==> src/rtl/fifo_share_ctrl_if.sv <==
// Producer, FIFO-port and consumer signals of the shared-FIFO controller.
// "slave" is the controller's view; "master" is the surrounding logic that drives it.
interface fifo_share_ctrl_if #(
    parameter int WIDTH = 4,
    parameter int NREQ  = 2
);
    logic [NREQ-1:0]       req;
    logic [NREQ*WIDTH-1:0] req_data;
    logic [NREQ-1:0]       ack;
    logic                  fifo_write;
    logic [WIDTH-1:0]      fifo_wdata;
    logic                  fifo_full;
    logic                  fifo_empty;
    logic                  fifo_read;
    logic [WIDTH-1:0]      fifo_rdata;
    logic                  rd_valid;
    logic [WIDTH-1:0]      rd_data;
    logic                  rd_ready;

    modport master (
        output req, req_data, fifo_full, fifo_empty, fifo_rdata, rd_ready,
        input  ack, fifo_write, fifo_wdata, fifo_read, rd_valid, rd_data
    );

    modport slave (
        input  req, req_data, fifo_full, fifo_empty, fifo_rdata, rd_ready,
        output ack, fifo_write, fifo_wdata, fifo_read, rd_valid, rd_data
    );
endinterface

==> src/rtl/fifo_share_ctrl.sv <==
// Round-robin write arbiter plus pop/hold read sequencer around a RAM FIFO.
// Writes are same-cycle and stall on full; reads surface RD_LAT+1 cycles after the pop and hold until rd_ready.
module fifo_share_ctrl #(
    parameter int WIDTH  = 4,
    parameter int NREQ   = 2,
    parameter int RD_LAT = 1
) (
    input logic          clk,
    input logic          reset,
    fifo_share_ctrl_if.slave bus
);
    localparam int GW = $clog2(NREQ);
    localparam int LW = (RD_LAT > 1) ? $clog2(RD_LAT) : 1;

    typedef enum logic [1:0] {IDLE, FETCH, HOLD} rd_state_t;

    logic [GW-1:0]    last_grant;
    logic [GW-1:0]    grant_idx;
    logic             grant_found;
    logic             wr_en;
    rd_state_t        rd_state;
    logic [LW-1:0]    lat_cnt;
    logic             rd_valid_q;
    logic [WIDTH-1:0] rd_data_q;

    // Search starts one past the last winner so every producer gets a turn.
    always_comb begin
        logic [GW-1:0] cand;
        grant_found = 1'b0;
        grant_idx   = last_grant;
        cand        = '0;
        for (int k = 1; k <= NREQ; k++) begin
            cand = GW'((int'(last_grant) + k) % NREQ);
            if (!grant_found && bus.req[cand]) begin
                grant_found = 1'b1;
                grant_idx   = cand;
            end
        end
    end

    assign wr_en          = grant_found & ~bus.fifo_full & reset;
    assign bus.fifo_write = wr_en;
    assign bus.ack        = wr_en ? (NREQ'(1) << grant_idx) : '0;
    assign bus.fifo_wdata = wr_en ? bus.req_data[int'(grant_idx)*WIDTH +: WIDTH] : '0;

    always_ff @(posedge clk or negedge reset) begin
        if (!reset) begin
            last_grant <= GW'(NREQ - 1);
        end else if (wr_en) begin
            last_grant <= grant_idx;
        end
    end

    // The pop strobe must fall in the IDLE cycle itself to meet the RD_LAT timing.
    assign bus.fifo_read = (rd_state == IDLE) & ~bus.fifo_empty & reset;
    assign bus.rd_valid  = rd_valid_q;
    assign bus.rd_data   = rd_data_q;

    always_ff @(posedge clk or negedge reset) begin
        if (!reset) begin
            rd_state   <= IDLE;
            lat_cnt    <= '0;
            rd_valid_q <= 1'b0;
            rd_data_q  <= '0;
        end else begin
            case (rd_state)
                IDLE: begin
                    if (!bus.fifo_empty) begin
                        lat_cnt  <= LW'(RD_LAT - 1);
                        rd_state <= FETCH;
                    end
                end
                FETCH: begin
                    if (lat_cnt != '0) begin
                        lat_cnt <= lat_cnt - LW'(1);
                    end else begin
                        rd_data_q  <= bus.fifo_rdata;
                        rd_valid_q <= 1'b1;
                        rd_state   <= HOLD;
                    end
                end
                HOLD: begin
                    if (bus.rd_ready) begin
                        rd_valid_q <= 1'b0;
                        rd_state   <= IDLE;
                    end
                end
                default: rd_state <= IDLE;
            endcase
        end
    end
endmodule
==> src/flat_wrapper.sv <==
// flat-port wrapper written by rule: the top's interface ports become plain ports
module fifo_share_ctrl_flat 
#(
    parameter int WIDTH  = 4,
    parameter int NREQ   = 2,
    parameter int RD_LAT = 1
)
  (clk, reset, bus_req, bus_req_data, bus_fifo_full, bus_fifo_empty, bus_fifo_rdata, bus_rd_ready, bus_ack, bus_fifo_write, bus_fifo_wdata, bus_fifo_read, bus_rd_valid, bus_rd_data);
  fifo_share_ctrl_if #(.WIDTH(WIDTH), .NREQ(NREQ)) bus_i ();
  input logic clk;
  input logic reset;
  input wire logic [$bits(bus_i.req)-1:0] bus_req;
  input wire logic [$bits(bus_i.req_data)-1:0] bus_req_data;
  input wire logic [$bits(bus_i.fifo_full)-1:0] bus_fifo_full;
  input wire logic [$bits(bus_i.fifo_empty)-1:0] bus_fifo_empty;
  input wire logic [$bits(bus_i.fifo_rdata)-1:0] bus_fifo_rdata;
  input wire logic [$bits(bus_i.rd_ready)-1:0] bus_rd_ready;
  output wire logic [$bits(bus_i.ack)-1:0] bus_ack;
  output wire logic [$bits(bus_i.fifo_write)-1:0] bus_fifo_write;
  output wire logic [$bits(bus_i.fifo_wdata)-1:0] bus_fifo_wdata;
  output wire logic [$bits(bus_i.fifo_read)-1:0] bus_fifo_read;
  output wire logic [$bits(bus_i.rd_valid)-1:0] bus_rd_valid;
  output wire logic [$bits(bus_i.rd_data)-1:0] bus_rd_data;
  assign bus_i.req = bus_req;
  assign bus_i.req_data = bus_req_data;
  assign bus_i.fifo_full = bus_fifo_full;
  assign bus_i.fifo_empty = bus_fifo_empty;
  assign bus_i.fifo_rdata = bus_fifo_rdata;
  assign bus_i.rd_ready = bus_rd_ready;
  assign bus_ack = bus_i.ack;
  assign bus_fifo_write = bus_i.fifo_write;
  assign bus_fifo_wdata = bus_i.fifo_wdata;
  assign bus_fifo_read = bus_i.fifo_read;
  assign bus_rd_valid = bus_i.rd_valid;
  assign bus_rd_data = bus_i.rd_data;
  fifo_share_ctrl #(.WIDTH(WIDTH), .NREQ(NREQ), .RD_LAT(RD_LAT)) u_core (.clk(clk), .reset(reset), .bus(bus_i));
endmodule
==> config.mk <==
export PLATFORM = sky130hd
export DESIGN_NAME = fifo_share_ctrl_flat
export DESIGN_NICKNAME = d
export VERILOG_FILES = /design/src/rtl/fifo_share_ctrl_if.sv /design/src/rtl/fifo_share_ctrl.sv /design/src/flat_wrapper.sv
export SDC_FILE = /design/constraint.sdc
export NUM_CORES = 1
export LEC_CHECK = 0
export ABC_CLOCK_PERIOD_IN_PS = 2040
export CAP_MARGIN = 20
export CORE_AREA = 2 2 39 41
export CTS_BUF_LIST = sky130_fd_sc_hd__clkbuf_8 sky130_fd_sc_hd__clkbuf_16
export CTS_CLUSTER_DIAMETER = 200
export DETAILED_ROUTE_END_ITERATION = 16
export DIE_AREA = 0 0 41 43
export PLACE_DENSITY = 0.71
export SYNTH_ARGS = -nofsm -noshare
export SYNTH_HDL_FRONTEND = slang
export SYNTH_SLANG_ARGS = --single-unit
==> constraint.sdc <==
create_clock -name clk -period 2.04 [get_ports clk]
set_input_delay 0.306 -clock clk [delete_from_list [all_inputs] [get_ports clk]]
set_output_delay 0.306 -clock clk [all_outputs]
set_load 0.05 [all_outputs]
Word level (Yosys, flattened, before mapping)
Index checks and enable logic that the tools add are counted.
{"block": "word_totals", "reg_bits": 9, "in_bits": 19, "output_inout_bits": 13, "wordCells": 53}
{"block": "classes", "addsub": 3, "order_cmp": 2, "eq_ne": 5, "n_shift": 2, "muxes": 20, "bitwise_logic": 7, "reduce_logical": 9}
{"operator": "1-bit two-way mux", "n": 12}
{"operator": "2-bit two-way mux", "n": 4}
{"operator": "8-bit by 4-bit indexed part select with 4-bit output", "n": 1}
{"operator": "2-bit inequality test (second input constant)", "n": 3}
{"operator": "2-bit case mux with 3 select lines", "n": 1}
{"operator": "3-bit AND reduction", "n": 2}
{"operator": "1-bit AND", "n": 4}
{"operator": "1-bit by 2-bit less-than comparator with 1-bit output (second input constant)", "n": 2}
{"operator": "4-bit two-way mux", "n": 1}
{"operator": "1-bit case mux with 2 select lines", "n": 2}
{"operator": "2-bit AND reduction", "n": 2}
{"operator": "2-bit nonzero test", "n": 2}
{"operator": "1-bit inverter", "n": 3}
{"operator": "1-bit adder (second input constant)", "n": 2}
{"operator": "2-bit by 1-bit == test with 1-bit output (second input constant)", "n": 1}
{"operator": "2-bit == test (second input constant)", "n": 1}
{"operator": "2-bit logical NOT", "n": 1}
{"operator": "1-bit by 1-bit << shifter with 2-bit output (first input constant)", "n": 1}
{"operator": "1-bit logical AND", "n": 1}
{"operator": "1-bit logical NOT", "n": 1}
{"operator": "1-bit subtractor (second input constant)", "n": 1}

Depth between registers and ports, before layout
{"block": "depth", "word_depth": 10, "ltp_mapped": 4, "ltp_nobuf": 3}

Worst setup path before layout
OpenSTA, ideal clock, no wires.
{"block": "synth_timing", "path_kind": "register to output", "from": "register u_core.last_grant", "to": "output port bus_fifo_wdata[0]", "arrival_time_ns": 1.384, "required_time_ns": 1.734, "slack_ns": 0.350, "path_stages_with_launch": 5, "path_buffers": 1, "path_cell_list": "dfstp_2 nand2b_1 and3_1 buf_6 a22o_1"}
{"block": "synth_between", "elab_chain_len": 10, "word_cells_on_any_way": 16, "classes_between": "2 x add/sub; 1 x shift; 9 x mux; 2 x bitwise; 2 x reduce/logical"}
{"item": "start: declaration", "line": "fifo_share_ctrl.sv:17", "text": "logic [GW-1:0] last_grant;"}
{"item": "start signal: assignment", "line": "fifo_share_ctrl.sv:48", "text": "last_grant <= GW'(NREQ - 1);"}
{"item": "start signal: assignment", "line": "fifo_share_ctrl.sv:50", "text": "last_grant <= grant_idx;"}
{"item": "parallel branches: the longest is 9 deep, another holds 1-bit adder"}
{"item": "4-bit two-way mux (*)", "line": "fifo_share_ctrl.sv:44", "text": "assign bus.fifo_wdata = wr_en ? bus.req_data[int'(grant_idx)*WIDTH +: WIDTH] : '0;"}
{"item": "end: declaration", "line": "flat_wrapper.sv:20", "text": "output wire logic [$bits(bus_i.fifo_wdata)-1:0] bus_fifo_wdata;"}
Mark *: on every way between the ends. The select of a mux whose other input is x is not followed.

Worst setup path in the final report
{"block": "layout_timing", "from": "input port reset", "to": "output port bus_fifo_wdata[0]"}
{"block": "layout_between", "elab_chain_len": 2}
{"item": "start: declaration", "line": "flat_wrapper.sv:11", "text": "input logic reset;"}
{"item": "1-bit AND", "line": "fifo_share_ctrl.sv:41", "text": "assign wr_en = grant_found & ~bus.fifo_full & reset;"}
{"item": "4-bit two-way mux", "line": "fifo_share_ctrl.sv:44"}
No other way between the ends.

==> results.md <==
- Worst Path Required: 1730 ps
- CP arrival: ~1600 ps
- Final ANT Viol Nets: 0
- Largest area contributor in the netlist: dfrtp_1
- Skew-Pair Late Insertion Delay: 230 ps
- Vias in the first global route: roughly 380
- Num CTS Buffers: 3
- H-tree depth: 1
- Clock share of power: 0.191
- Die area: approximately 0.0018 mm^2
- Mapped Nets: 53
- Row cnt: 14
- Final-report hold violation count: 0
- Skew final: between 3 and 4 ps
- Combinational power share: 0.531
- Reg2Reg Depth: 4
- Clock Path Buffers: 2
- Met2 Use GR: 0.200
- Commonest non-fill, non-tap cell in the layout: clkdlybuf4s50_1
- Status: finished, final reports clean
- Switching portion of total power: 0.408
- Drt via density: around 4.7
- Initial antenna violation count: 0
- Syn Inst Count: 34
- Gates resized, CTS repair: 0
- RSZ-0062 raised after global routing: no
- Pwr dens: 1170 mW/mm^2
- Switching power: 408 uW
- DRC viols: 0
- WL final: about 1.0 mm
- Largest cells by area after synthesis: dfrtp_1 44%, mux2_2 11%, a22o_1 8.9%
- Layout cells sized above 1: 0.286
- Max cap viols: 0
- Starting density of the core: 0.286
- Seq/Total Area, Yosys: 0.509
- Period Utilization, post-route: 0.936
- Post-detail-place hpwl: between 800 and 900 um
- ANT cells: 0
- Post-Syn Area per Cell: about 12 um^2
- P_leak: 0.371 nW
- Post-CTS Setup Bufs: 0
- Met1 Track Usage GR: 0.144
- Nature of the critical path endpoint: output pin
- Post-synth top area share: 0.443
- Drt wl/cell: between 10 and 15 um
- GRT busiest layer: met2
- Ports: 32
- Clock-pin slew on the worst setup and hold paths: ~40 ps
- Commonest non-fill, non-tap cells in the layout: 23 x clkdlybuf4s50_1, 8 x buf_12, 7 x dfrtp_1
- Setup CP Type: input pin to output pin
- Final core utilization: 0.619
- Met3 Usage GRT: 0.0576
- Final RePlAce weighted congestion: 0.624
- Largest net degree at the start of global routing: 10
- Int Pwr: 592 uW
- First drt pass iteration count: 1
- Area Growth Syn to Fin: 117%
- Sequential share of power: 0.278
- Mapped Area: about 400 um^2
- Grt ovf: 0
- Setup-failing EPs final: 0
- Tightest Pin Transition: between 400 and 500 ps
- Vias: 400
- Tmin final: around 1900 ps
- Die Y: 43 um
- Total Nets Final: 90
- Fmax: approximately 520 MHz
- Flop2flop setup slack: 810 ps
- Min-Delay Path Class: input pin to asynchronous set/reset pin
- Iteration-0 DRC Markers: 0
- Synth warn: 0
- Slew headroom: 0.666
- Fillers: 118
- Setup TNS: 0 ps
- Yosys cell types: 19
- Hold Buf Count CTS: 0
- Wire length of the first global-routing pass: ~1.6 mm
- Peak supply drop: approximately 0.8 mV
- Max-slew violation count: 0
- CP Launch Type: input pin
- Root Driver: clkbuf_8
- TritonCTS clock tree: done
- I/O Buffers: 31
- Total GRT Usage: 0.132
- Worst-path maximum fanout: 5
- CTS sink count: 8
- CORE AREA: around 0.0014 mm^2
- Die Wd: 41 um
- FF+latch count, synth: 8
[critical path: stages]
cell             delay [ps]
clkdlybuf4s50_1         470
nor2b_1                 190
and3_1                  290
a22o_1                  210
buf_12                  140
[metrics by stage]
step	power (mW)	cell area [um^2]	worst slack [ps]	instances	hold slack [ps]
floorplan	0.602	395	350	34	10.4
global route	1.06	857	46.7	86	405
detailed placement	0.817	812	121	82	492
global placement	0.806	812	160	82	476
finish	1.00	857	130	86	387
CTS	1.02	857	123	86	387
[routing by layer]
metal / share of wire / vias up
li1: - / 191
met1: 0.38 / 182
met2: 0.46 / 27
met3: 0.17 / 0
met4: 0 / 0
met5: 0 / -
[cell usage after synthesis (all sizes together)]
| cell | number |
|---|---|
| o21a | 1 |
| nand2b | 1 |
| buf | 2 |
| and2 | 1 |
| inv | 1 |
| nor3 | 1 |
| nand2 | 2 |
| o21ba | 1 |
| dfstp | 1 |
| mux2 | 4 |
| nor2b | 2 |
| a22o | 4 |
| a21oi | 2 |
| and3 | 2 |
| or2 | 1 |
| nor3b | 1 |
| dfrtp | 7 |
[worst paths after layout]
path,to,from
min in group clk,u_core.rd_state[0],u_core.rd_state[0]
min reg2reg,u_core.rd_state[0],u_core.rd_state[0]
max reg2reg,u_core.last_grant,u_core.last_grant
min,u_core.bus.rd_data[1],reset
max,bus_fifo_wdata[0],reset
max in group asynchronous,u_core.last_grant,reset
[flip-flops by register name (all words and copies together) (netlist names)]
register,flops
u_core.last_grant,1
u_core.bus.rd_data,4
u_core.bus.rd_valid,1
u_core.rd_state,2
[kinds of logic after synthesis]
| family | synth area share |
|---|---|
| buffers and inverters | 0.0506 |
| muxes | 0.114 |
| and+or+nand+nor | 0.168 |
| DFF | 0.510 |
| AOI/OAI and AO/OA | 0.158 |
[power groups by stage]
stage | Clock (mW) | Sequential (mW) | Combinational [mW]
final | 0.191 | 0.278 | 0.531
after CTS | 0.198 | 0.280 | 0.538
after floorplan | 0 | 0.455 | 0.147
after detailed placement | 0 | 0.281 | 0.536
after global routing | 0.206 | 0.291 | 0.560
after global placement | 0 | 0.276 | 0.530
[cell type report]
cell class / instances / area, um^2 / area share
tap: 16 / 20.0 / 0.0234
sequential: 8 / 201 / 0.235
clock buffer: 3 / 41.3 / 0.0482
timing repair buffer: 34 / 413 / 0.482
clock inverter: 1 / 3.75 / 0.00438
multi-input combinational: 23 / 174 / 0.203
inverter: 1 / 3.75 / 0.00438
(Power assumes the default switching activity.)
==> RTL edit 1: new RTL, same flow settings <==
Re-encode `rd_state_t` (3 states) as one-hot, 3 bits wide.
--- a/src/rtl/fifo_share_ctrl.sv
+++ b/src/rtl/fifo_share_ctrl.sv
@@ -12,7 +12,7 @@
     localparam int GW = $clog2(NREQ);
     localparam int LW = (RD_LAT > 1) ? $clog2(RD_LAT) : 1;
 
-    typedef enum logic [1:0] {IDLE, FETCH, HOLD} rd_state_t;
+    typedef enum logic [2:0] {IDLE = 3'b001, FETCH = 3'b010, HOLD = 3'b100} rd_state_t;
 
     logic [GW-1:0]    last_grant;
     logic [GW-1:0]    grant_idx;
Function: same outputs for any inputs over 10 cycles, from zero or initial values and one cycle with reset low; not proved beyond that.
==> RTL edit 1 against the unedited design <==
Power rose by 11%. Routed wire length increased by 12%. Maximum frequency down 1.9%. Synthesized area is 16% higher. Combinational power increased by 9.4%. Non-clock buffer count did not move. Sequential cell count rose by 1. Global-route usage rose by 2.8 points. Design area grew 12%. Worst setup slack worse by 36 ps. Critical path type unchanged. Critical endpoint is now bus_fifo_wdata[3].
==> RTL edit 1: results (changes against the unedited design) <==
INFO  metric status = finished, final reports clean (unchanged)
INFO  metric grt_use_met2 = 24.38% (was 20.00%)
INFO  metric detailedRoute.firstIterationViolations = 2 (was 0)
INFO  metric synth-adder-area-share = 0% (unchanged)
INFO  metric leading_cell_types_by_count_after_synthesis = dfrtp_1, a22o_1, mux2_4, nor2_1, inv_1 (was dfrtp_1, a22o_1, mux2_2)
INFO  metric grt_pass1_wl = 1835 um (was 1552 um)
INFO  metric port_buffers = 31 (unchanged)
INFO  metric cellLeakagePower = 0.4047 nW (was 0.3714 nW)
INFO  metric worst_path_top_cell_family_by_delay = buffers and inverters (unchanged)
INFO  metric via_count = 433 (was 400)
INFO  metric fin_worst_skew = 2.634 ps (was 3.205 ps)
INFO  metric dpl.hpwl = 998.2 um (was 862.2 um)
INFO  metric detailedPlace.worstSlack = 81.26 ps (was 121.5 ps)
INFO  metric gpl.final_weighted_congestion = 0.5861 (was 0.6241)
INFO  metric synth_compound_area_share = 18.21% (was 15.82%)
INFO  metric post_layout_nonfiller_instances = 90 (was 86)
INFO  metric final_nets = 94 (was 90)
INFO  metric drive_above_1_share = 39.19% (was 28.57%)
INFO  metric synth.top_cells.by_area = dfrtp_1, mux2_4, dfstp_2 (was dfrtp_1, mux2_2, a22o_1)
INFO  metric met2WireLength = 555 um (was 470 um)
INFO  metric grt_usage = 16.04% (was 13.22%)
INFO  metric mappedNetlistNets = 55 (was 53)
INFO  metric grt_pass1_vias = 438 (was 375)
INFO  metric worst_ep_arrival_time = 1640 ps (was 1600 ps)
INFO  metric ir_drop = 0.9875 mV (was 0.8112 mV)
INFO  metric post_synth_mux_area_share = 13.04% (was 11.39%)
INFO  metric final_routed_wire_length_divided_by_cell_count = 12.87 um (was 12.00 um)
INFO  metric post_synth_inst_count = 36 (was 34)
INFO  metric grt.met1_usage = 18.71% (was 14.43%)
INFO  metric drtPass1Iterations = 4 (was 1)
INFO  metric worstMarginPinSlew = 494.2 ps (was 499.6 ps)
INFO  metric place_inst = 86 (was 82)
INFO  metric hold_class = input port to async pin (unchanged)
INFO  metric met1_length = 427 um (was 388 um)
INFO  metric antenna-diode-count = 0 (unchanged)
INFO  metric top_layer = met4 (was met3)
INFO  metric delay_of_the_slowest_cell_on_the_worst_path = 480 ps
INFO  metric synthDistinctLibCells = 17 (was 19)
INFO  metric detailed_place.area = 912.1 sq um (was 812.0 sq um)
INFO  metric synth-seq-area-share = 49.46% (was 50.95%)
INFO  metric tritoncts.num_buffers = 3 (unchanged)
INFO  metric grt_start_max_net_pins = 11 (was 10)
INFO  metric fillers = 120 (was 118)
INFO  metric grt_util_met3 = 3.141% (was 5.759%)
INFO  metric routed-wl-met3 = 165 um (was 173 um)
-- RTL edit 1: where the power goes --
group | switching, mW | total, mW | internal [mW]
combinational | 0.316 | 0.581 | 0.265
clock | 0.0654 | 0.196 | 0.131
sequential | 0.0680 | 0.332 | 0.264
-- RTL edit 1: final timing paths --
kind	start	to	slack (ps)	cells after the start
hold / removal	reset	u_core.bus.rd_data[3]	410	2
setup reg to reg	u_core.last_grant	u_core.last_grant	730	4
setup / recovery	reset	bus_fifo_wdata[3]	90	5
hold reg to reg	u_core.bus.rd_data[0]	u_core.bus.rd_data[0]	510	1
min in group clk	u_core.bus.rd_data[0]	u_core.bus.rd_data[0]	510	1
max in group asynchronous	reset	u_core.last_grant	1420	2
-- RTL edit 1: layout make-up --
type,count,area (sq um),area share (%)
clock buffer,3,41.29,4.314
clock inverter,1,3.754,0.3922
inverter,3,11.26,1.176
multi-input combinational,24,240.2,25.10
sequential,9,227.7,23.79
tap,16,20.02,2.092
timing repair buffer,34,412.9,43.14
==> RTL edit 2: new RTL, same flow settings <==
Made on the original files. `RD_LAT` is set to 1 in 2 places; all go to 2. Comments in the files are not updated.
--- a/src/rtl/fifo_share_ctrl.sv
+++ b/src/rtl/fifo_share_ctrl.sv
@@ -3,7 +3,7 @@
 module fifo_share_ctrl #(
     parameter int WIDTH  = 4,
     parameter int NREQ   = 2,
-    parameter int RD_LAT = 1
+    parameter int RD_LAT = 2
 ) (
     input logic          clk,
     input logic          reset,
--- a/src/flat_wrapper.sv
+++ b/src/flat_wrapper.sv
@@ -3,7 +3,7 @@
 #(
     parameter int WIDTH  = 4,
     parameter int NREQ   = 2,
-    parameter int RD_LAT = 1
+    parameter int RD_LAT = 2
 )
   (clk, reset, bus_req, bus_req_data, bus_fifo_full, bus_fifo_empty, bus_fifo_rdata, bus_rd_ready, bus_ack, bus_fifo_write, bus_fifo_wdata, bus_fifo_read, bus_rd_valid, bus_rd_data);
   fifo_share_ctrl_if #(.WIDTH(WIDTH), .NREQ(NREQ)) bus_i ();
Behaviour: not the same (Yosys sat finds a counterexample within 4 cycles, from zero or initial values and one cycle with reset low).
==> RTL edit 2 against the unedited design <==
Sequential share of layout area down 0.50 points. First-iteration DRC count up 1. Worst setup slack worse by 37 ps. Synthesized area up 22%. Design area up 15%. Routed wire length up 29%. Power up 18%. Highest routed layer is now met4. Die area unchanged. Sequential cell count up 1.
==> RTL edit 2: results (changes against the unedited design) <==
INFO  metric gpl.final_weighted_congestion = 0.7045 (was 0.6241)
INFO  metric ir_drop = 0.8111 mV (was 0.8112 mV)
INFO  metric final-seq-area = 226.5 sq um (was 201.4 sq um)
INFO  metric grt_usage = 17.65% (was 13.22%)
INFO  metric path_max_fanout = 6 (was 5)
INFO  metric post_drt_via_cell_ratio = 4.779 (was 4.651)
INFO  metric dpl.hpwl = 1093 um (was 862.2 um)
INFO  metric power.switching = 476.6 uW (was 408.2 uW)
INFO  metric synth_compound_area_share = 16.84% (was 15.82%)
INFO  metric mappedNetlistNets = 60 (was 53)
INFO  metric n_all_buffers = 35 (was 34)
INFO  metric leading_cell_types_by_count_after_synthesis = dfrtp_1, nor2_1, a22o_1, mux2_4, inv_1 (was dfrtp_1, a22o_1, mux2_2)
INFO  metric post_synth_mux_area_share = 12.44% (was 11.39%)
INFO  metric detailedRoute.firstIterationViolations = 1 (was 0)
INFO  metric synthDistinctLibCells = 21 (was 19)
INFO  metric post_layout_nonfiller_instances = 95 (was 86)
INFO  metric status = finished, final reports clean (unchanged)
INFO  metric multi_input_gate_share_of_total_cell_area = 26.56% (was 20.29%)
INFO  metric synth.top_cells.by_area = dfrtp_1, mux2_4, a22o_1 (was dfrtp_1, mux2_2, a22o_1)
INFO  metric final_nets = 99 (was 90)
INFO  metric grt_start_max_net_pins = 11 (was 10)
INFO  metric place_inst = 90 (was 82)
INFO  metric drtPass1Iterations = 2 (was 1)
INFO  metric routed_wirelength = 1330 um (was 1032 um)
INFO  metric synth_area_per_cell = 11.78 sq um (was 11.63 sq um)
## RTL edit 2: power by group through the flow
stage / registers, mW / clock network (mW) / logic, mW
after global routing: 0.354 / 0.213 / 0.666
final: 0.339 / 0.201 / 0.636
after global placement: 0.333 / 0 / 0.626
after detailed placement: 0.341 / 0 / 0.636
after CTS: 0.341 / 0.204 / 0.640
after floorplan: 0.494 / 0 / 0.271
## RTL edit 2: how the worst max path moves through the flow
| stage | from | to |
|---|---|---|
| 5_1_grt | reset | bus_fifo_wdata[2] |
| 4_1_cts | reset | bus_fifo_wdata[2] |
| 6_report | reset | bus_fifo_wdata[2] |
| 3_3_place_gp | reset | bus_fifo_wdata[3] |
| 2_1_floorplan | u_core.last_grant | bus_fifo_wdata[0] |
| 3_5_place_dp | reset | bus_fifo_wdata[2] |
## RTL edit 2: layer usage
metal	part of all wire, %	vias to the layer above
met5	0	-
li1	-	217
met3	9.5	4
met2	52	25
met4	1.8	0
met1	36	208
